===== config.mk =====
export PLATFORM = sky130hd
export DESIGN_NAME = fetch_ctrl
export DESIGN_NICKNAME = d
export VERILOG_FILES = /design/src/rtl/fetch_ctrl.sv
export SDC_FILE = /design/constraint.sdc
export NUM_CORES = 1
export LEC_CHECK = 0
export CAP_MARGIN = 20
export CORE_MARGIN = 2
export CORE_UTILIZATION = 25
export DETAILED_ROUTE_END_ITERATION = 10
export PLACE_DENSITY_LB_ADDON = 0.25
export RECOVER_POWER = 100
export SYNTH_ARGS = -nofsm -noshare
export SYNTH_HDL_FRONTEND = slang
export SYNTH_SLANG_ARGS = --single-unit

===== constraint.sdc =====
create_clock -name clk -period 2.1 [get_ports clk]
set_input_delay 0.525 -clock clk [delete_from_list [all_inputs] [get_ports clk]]
set_output_delay 0.525 -clock clk [all_outputs]
set_load 0.01 [all_outputs]

===== src/rtl/fetch_ctrl.sv =====
// Instruction-fetch sequencer for the RSA-decryption ASIP.
// Each cycle it decides whether the PC advances, holds or loads a redirect target.
// Optional feature macro: FETCH_CTRL_PERF_EN enables the stall/redirect performance counters.
module fetch_ctrl #(
   parameter int unsigned WIDTH       = 32,
   parameter int unsigned FLUSH_DEPTH = 2,
   parameter int unsigned CNT_W       = 16
) (
   input  logic             clk,
   input  logic             reset,
   input  logic             start,
   input  logic [WIDTH-1:0] boot_pc,
   input  logic             branch_req,
   input  logic [WIDTH-1:0] branch_target,
   input  logic             hazard_stall,
   input  logic             mexp_busy,
   input  logic             halt_instr,
   output logic             pc_en,
   output logic             pc_selector,
   output logic [WIDTH-1:0] jmp_pc,
   output logic             flush_ifid,
   output logic             flush_idex,
   output logic             halted,
   output logic [2:0]       fsm_state,
   output logic [CNT_W-1:0] stall_cnt,
   output logic [CNT_W-1:0] redirect_cnt
);

   localparam int unsigned FC_W        = (FLUSH_DEPTH > 1) ? $clog2(FLUSH_DEPTH) : 1;
   localparam logic        MULTI_FLUSH = (FLUSH_DEPTH > 1);
   localparam logic [FC_W-1:0] FC_RELOAD = FC_W'(FLUSH_DEPTH - 1);

   typedef enum logic [2:0] {
      S_IDLE  = 3'd0,
      S_RUN   = 3'd1,
      S_STALL = 3'd2,
      S_FLUSH = 3'd3,
      S_HALT  = 3'd4
   } state_t;

   state_t            state;
   state_t            state_nxt;
   logic [FC_W-1:0]   fcnt;
   logic [FC_W-1:0]   fcnt_nxt;
   logic              redirect;
   logic [WIDTH-1:0]  redir_addr;

   // State and flush-counter register; reset abandons any redirect or stall in progress
   always_ff @(posedge clk or negedge reset) begin
      if (!reset) begin
         state <= S_IDLE;
         fcnt  <= '0;
      end else begin
         state <= state_nxt;
         fcnt  <= fcnt_nxt;
      end
   end

   // Next-state and fetch-control decode; everything forced low while reset is held
   always_comb begin
      state_nxt   = state;
      fcnt_nxt    = fcnt;
      pc_en       = 1'b0;
      pc_selector = 1'b0;
      jmp_pc      = '0;
      flush_ifid  = 1'b0;
      flush_idex  = 1'b0;
      redirect    = 1'b0;
      redir_addr  = '0;

      if (reset) begin
         case (state)
            S_IDLE, S_HALT: begin
               if (start) begin
                  redirect   = 1'b1;
                  redir_addr = boot_pc;
                  state_nxt  = S_RUN;
               end
            end
            S_RUN, S_STALL: begin
               // A branch comes from an older instruction, so it beats halt and stalls
               if (branch_req) begin
                  redirect   = 1'b1;
                  redir_addr = branch_target;
                  if (MULTI_FLUSH) begin
                     state_nxt = S_FLUSH;
                     fcnt_nxt  = FC_RELOAD;
                  end else begin
                     state_nxt = S_RUN;
                  end
               end else if (halt_instr) begin
                  flush_ifid = 1'b1;
                  state_nxt  = S_HALT;
               end else if (hazard_stall || mexp_busy) begin
                  flush_idex = hazard_stall;
                  state_nxt  = S_STALL;
               end else begin
                  pc_en     = 1'b1;
                  state_nxt = S_RUN;
               end
            end
            S_FLUSH: begin
               // Stalls are ignored here: the instructions being squashed are dead
               if (branch_req) begin
                  redirect   = 1'b1;
                  redir_addr = branch_target;
                  if (MULTI_FLUSH) begin
                     state_nxt = S_FLUSH;
                     fcnt_nxt  = FC_RELOAD;
                  end else begin
                     state_nxt = S_RUN;
                  end
               end else begin
                  pc_en      = 1'b1;
                  flush_ifid = 1'b1;
                  if (fcnt <= FC_W'(1)) begin
                     fcnt_nxt  = '0;
                     state_nxt = S_RUN;
                  end else begin
                     fcnt_nxt  = fcnt - FC_W'(1);
                  end
               end
            end
            default: begin
               state_nxt = S_IDLE;
               fcnt_nxt  = '0;
            end
         endcase

         if (redirect) begin
            pc_en       = 1'b1;
            pc_selector = 1'b1;
            jmp_pc      = redir_addr;
            flush_ifid  = 1'b1;
            flush_idex  = 1'b1;
         end
      end
   end

   assign halted    = (state == S_HALT);
   assign fsm_state = state;

`ifdef FETCH_CTRL_PERF_EN
   logic stall_inc;
   logic redir_inc;

   assign stall_inc = reset && !pc_en && ((state == S_RUN) || (state == S_STALL));
   assign redir_inc = redirect;

   // Saturating performance counters
   always_ff @(posedge clk or negedge reset) begin
      if (!reset) begin
         stall_cnt    <= '0;
         redirect_cnt <= '0;
      end else begin
         if (stall_inc && (stall_cnt != {CNT_W{1'b1}}))
            stall_cnt <= stall_cnt + CNT_W'(1);
         if (redir_inc && (redirect_cnt != {CNT_W{1'b1}}))
            redirect_cnt <= redirect_cnt + CNT_W'(1);
      end
   end
`else
   assign stall_cnt    = '0;
   assign redirect_cnt = '0;
`endif

endmodule


* Yosys cells after proc, flatten, opt, wreduce, memory -nomap -nowiden *
Cells that the tools add are included.

operators by class
  equality and inequality tests = 7
  $add $sub $neg = 1
  muxes and demuxes = 40
  reduce and logical (&&, ||, !) cells = 7
  bitwise gates (word level) = 1
  magnitude comparators = 1

operators by type and width
  operator                                                                count
  32-bit two-way mux                                                      4
  32-bit case mux with 2 select lines                                     1
  1-bit two-way mux                                                       24
  3-bit two-way mux                                                       5
  3-bit case mux with 3 select lines                                      1
  3-bit by 2-bit equality test with 1-bit output (second input constant)  2
  1-bit case mux with 2 select lines                                      3
  3-bit AND reduction                                                     2
  2-bit inequality test (second input constant)                           2
  2-bit OR reduction                                                      2
  3-bit by 1-bit equality test with 1-bit output (second input constant)  1
  3-bit equality test (second input constant)                             1
  3-bit zero test                                                         1
  3-bit inequality test (second input constant)                           1
  1-bit case mux with 3 select lines                                      1
  3-bit OR reduction                                                      1
  2-bit two-way mux                                                       1
  1-bit less-or-equal comparator (second input constant)                  1
  1-bit logical OR                                                        1
  1-bit inverter                                                          1
  1-bit subtractor (second input constant)                                1

word-level totals
  output and inout bits = 72
  bits in registers = 4
  bits of input ports = 71
  word-level logic and storage cells = 59

* Logic depth before layout (Yosys ltp) *
  depth in word-level cells = 7
  depth in mapped cells = 6
  mapped depth without buffers = 3

* Least setup slack after synthesis *
Ideal clock, no wire load.

  path kind = register to output
  start point = register state[0], in the netlist fsm_state[0]
  end point = output port jmp_pc[23]
  data required time = 1.575 ns
  setup slack = 0.274 ns
  cell stages (with the launch flop) = 7
  arrival time = 1.301 ns
  buffers on the path = 3
  cell sequence = dfrtp_1 -> buf_4 -> or2_1 -> buf_6 -> buf_6 -> a32oi_1 -> nor2_1

on the way
  cells in the longest elaborated chain, start to end = 6
  elaborated cells on any way between the ends = 12
  those cells by class = 4 x eq/ne; 5 x mux; 3 x reduce/logical

ends and longest elaborated chain
  item                                                                       RTL line  RTL
  start: declaration                                                         41        state_t state;
  start signal: assignment                                                   54        state <= state_nxt;
  3-bit by 2-bit equality test with 1-bit output (tied with other cells)     72        case (state)
  3-bit OR reduction (no source line) or 2-bit OR reduction (tied branches)  n/a
  1-bit case mux with 2 select lines                                         72
  1-bit two-way mux                                                          71        if (reset) begin
  32-bit two-way mux *                                                       130       if (redirect) begin
  32-bit two-way mux *                                                       71
  end: declaration                                                           20        output logic [WIDTH-1:0] jmp_pc,

Mark *: on every way between the ends. The rest lies on a longest branch, timed or not. The select of a mux whose other input is x is not followed.

* Final worst setup path *
  start point = input port branch_req
  end point = output port jmp_pc[31]

on the way
  cells in the longest elaborated chain, start to end = 5
  elaborated cells on any way between the ends = 7
  those cells by class = 7 x mux

ends and longest elaborated chain
  item                                RTL line  RTL
  start: declaration                  13        input logic branch_req,
  1-bit two-way mux                   82, 104
  1-bit case mux with 2 select lines  72
  1-bit two-way mux                   71
  32-bit two-way mux *                130
  32-bit two-way mux *                71

Marks and branches as above.

==> key figures <==
Run status
  • Status: complete, no violations

Placed design
  • Routability congestion estimate: between 0.7 and 0.8
  • DP HPWL: 3040 µm
  • IO buf count: 110
  • Area after DPL: 2150 µm²
  • DP Worst Slack: -685 ps

Global routing
  • Grt total ovfl: 0
  • Pin count of the biggest net entering global routing: 24
  • First-pass GRT wire length: about 6000 µm
  • Initial antenna violation count: 0
  • Overall routing resource usage: between 10% and 20%
  • Vias in the first global route: approximately 1300

Clock tree
  • CTS Hold Buffers Added: 0
  • H-tree levels: 1
  • CTS tree: built
  • Sink Count: 3
  • CTS clk-pin slew, worst paths: approximately 30 ps
  • Clock Latency Late Sink: around 210 ps
  • Total CTS buffers: 3
  • Clock Tree Root: clkbuf_8
  • Max Buffers Root-to-Sink: 2

Pwr
  • Clock share of power: 10.0%
  • Int Power: between 0.9 and 1 mW
  • PwrDens: around 730 nW/µm²
  • Sw frac: ~43%
  • Net Switching: around 0.7 mW
  • Logic gate share of total power: just over 80%
  • Peak VDD IR: ~0.00027 V
  • Leakage power total: 1.02 nW
  • Seq pwr share: roughly 7.7%

Cells and area
  • ANT cells: 0
  • Layout cell share with drive strength beyond 1: a little under a third
  • Nets: about 350
  • Area Overhead vs Synth: 117%
  • Final instance area: approximately 2200 µm²
  • Max reg flops: 3

Critical path
  • Crit Path Category: in2out
  • Worst r2r path cells: 4
  • CP max stage cell: a32oi_1
  • Worst Path Required: about 1600 ps
  • CP arrival: approximately 1500 ps
  • CP max FO: 8
  • Reg2Reg Capture Point: fsm_state[2]
  • End of the critical path: jmp_pc[31]
  • Crit end category: primary output
  • Reg2reg start: fsm_state[1]
  • Peak per-stage delay on the critical path: roughly 180 ps
  • Worst-path cell chain: buf_2, nor2b_4, buf_8, buf_8, buf_4, a32oi_1, nor2_1, buf_2
  • Critical path origin: branch_req
  • CP startpoint kind: input port
  • Reg-to-reg slack, setup: about 800 ps

Die
  • I/O pin count: 143
  • Std cell rows: 23
  • Core area: ~4000 µm²
  • Initial Util: between 20 and 30%
  • Die Wd: just under 70 µm
  • Die Y: around 70 µm
  • Total die area: 4660 µm²

Synthesis
  • Sequential-to-total area share from yosys stat: under 10%
  • Synth Cell Area: 1030 µm²
  • Post-synth top cells: nor2_1 (36), buf_4 (33), a32oi_1 (32)
  • Top cells by area, synth: a32oi_1 (27%), buf_4 (24%), nor2_1 (13%)
  • Xor and xnor area share after synthesis: less than 1%
  • Multiplexer share of the synthesized area: 0%
  • Post-synthesis adder-cell area fraction: 1.94%
  • Synth Register Bits: 3
  • Largest family of logic cells by synthesized area: compound AO/OA/AOI/OAI gates
  • Post-synth top area cell: a32oi_1
  • Synth cell types: 26
  • FFs w/ async S/R, synth: between 90% and 100%
  • Simple-gate share of the synthesized area: a little under a fifth
  • Synth warn: 0
  • Synth top area share: a little over a quarter
  • Most frequent cell after synthesis: nor2_1
  • Mean Syn Cell Area: roughly 7 µm²
  • Synth Flop Type: dfrtp_1
  • Post-synthesis cell count: between 100 and 150
  • Post-synth EDFFs: 0
  • Post-synthesis compound-gate area fraction: a little over a third

Routing
  • DR top layer: met4
  • Residual DRC count: 0
  • Final wirelength: roughly 4300 µm
  • Vias per cell: 4.63
  • Routed wl met2: roughly 2200 µm
  • Final ANT Viol Nets: 0
  • Initial DRT Pass Iterations: 2
  • Wl on met1: between 1500 and 2000 µm
  • Met3 WL: between 300 and 400 µm
  • Initial DRC Count: 33
  • Via count: about 1500
  • WL/cell: ~13 µm

Timing
  • Final worst slack: just over 60 ps
  • Fmax: between 400 and 500 MHz
  • Unrepaired setup endpoints after global routing: true
  • Max Clock Skew: roughly 1.4 ps
  • Slew Limit Fails: 0
  • Final Setup Violations: 0
  • Hold violation count in the final report: 0
  • Min Tclk post-route: between 2000 and 2500 ps
  • Period utilization: 97.1%

Hold path
  • Hold WC Path Type: in2async

Run
  • Max_cap viols: 0
-- routing by layer --
metal | global-route usage [%] | vias up
met2 | 32.3 | 82
met3 | 1.64 | 2
li1 | - | 746
met5 | 0 | -
met4 | 5.25 | 0
met1 | 19.4 | 684
-- final cells by class --
| class | count | area, µm² |
|---|---|---|
| inverters | 2 | 7.51 |
| multi-input cells | 125 | 766 |
| repair buffers | 143 | 1290 |
| clock buffers | 4 | 45.0 |
| fillers | 428 | 1760 |
| well taps | 50 | 62.6 |
| flip-flops and latches | 3 | 77.6 |
-- cells by family (layout without fill, tap and decap cells) --
family	Yosys count	in the layout
and+or+nand+nor	44	44
other	1	32
xor gates and xnor gates	1	1
DFF	3	3
adders and majority gates	2	2
AOI/OAI and AO/OA	46	46
buffers and inverters	51	149
-- per-stage QoR --
stage	setup TNS, ps	util (%)	power [mW]	std cells	hold WS [ps]
3_5_place_dp	-23330	53.8	1.35	312	741
2_1_floorplan	0	-	0.820	179	229
6_report	0	56.1	1.63	327	410
4_1_cts	0	55.3	1.61	326	412
5_1_grt	-12.3	56.1	1.75	327	414
3_3_place_gp	-22650	53.8	1.34	312	732
-- layout by cell type, fill, tap and decap left out, types with 2 or more instances in the layout --
cell type        count
buf_12               3
clkbuf_1             4
buf_6                5
dlygate4sd2_1        4
buf_2               37
a32oi_1             28
conb_1              32
dfrtp_2              2
clkbuf_8             3
o21ai_0              4
nor2_1              36
buf_16               2
buf_8                4
clkdlybuf4s50_1     67
a32oi_2              4
a21oi_1              4
buf_4               15
-- worst min path at each step --
stage / start / end / slack [ps] / cells after the start
after floorplan: reset / fsm_state[0] / 230 / 0
after global placement: fsm_state[2] / fsm_state[2] / 730 / 2
after detailed placement: fsm_state[2] / fsm_state[2] / 740 / 2
after CTS: reset / fsm_state[2] / 410 / 2
after global routing: reset / fsm_state[2] / 410 / 2
final: reset / fsm_state[2] / 410 / 2
-- timing repair --
item / 4_1_cts / 5_1_grt
hold endpoints to repair: 0 / 0
buffers inserted: 8 / 0
resized for setup: 176 / 10
pin swaps: 7 / 5
cloned: 2 / 1
setup endpoints to repair: 37 / 26
-- worst max-delay path, delay by kind of cell --
kind	cells	cell delay (ps)
compound gates	1	180
buf+inv	5	620
simple gates	2	180
-- power groups by stage --
| stage | Clock [mW] | Sequential, mW | Combinational, mW |
|---|---|---|---|
| floorplan | 0 | 0.116 | 0.704 |
| global placement | 0 | 0.119 | 1.23 |
| detailed placement | 0 | 0.121 | 1.23 |
| CTS | 0.168 | 0.125 | 1.31 |
| global route | 0.173 | 0.133 | 1.45 |
| finish | 0.163 | 0.126 | 1.34 |
(Power assumes the default switching activity.)
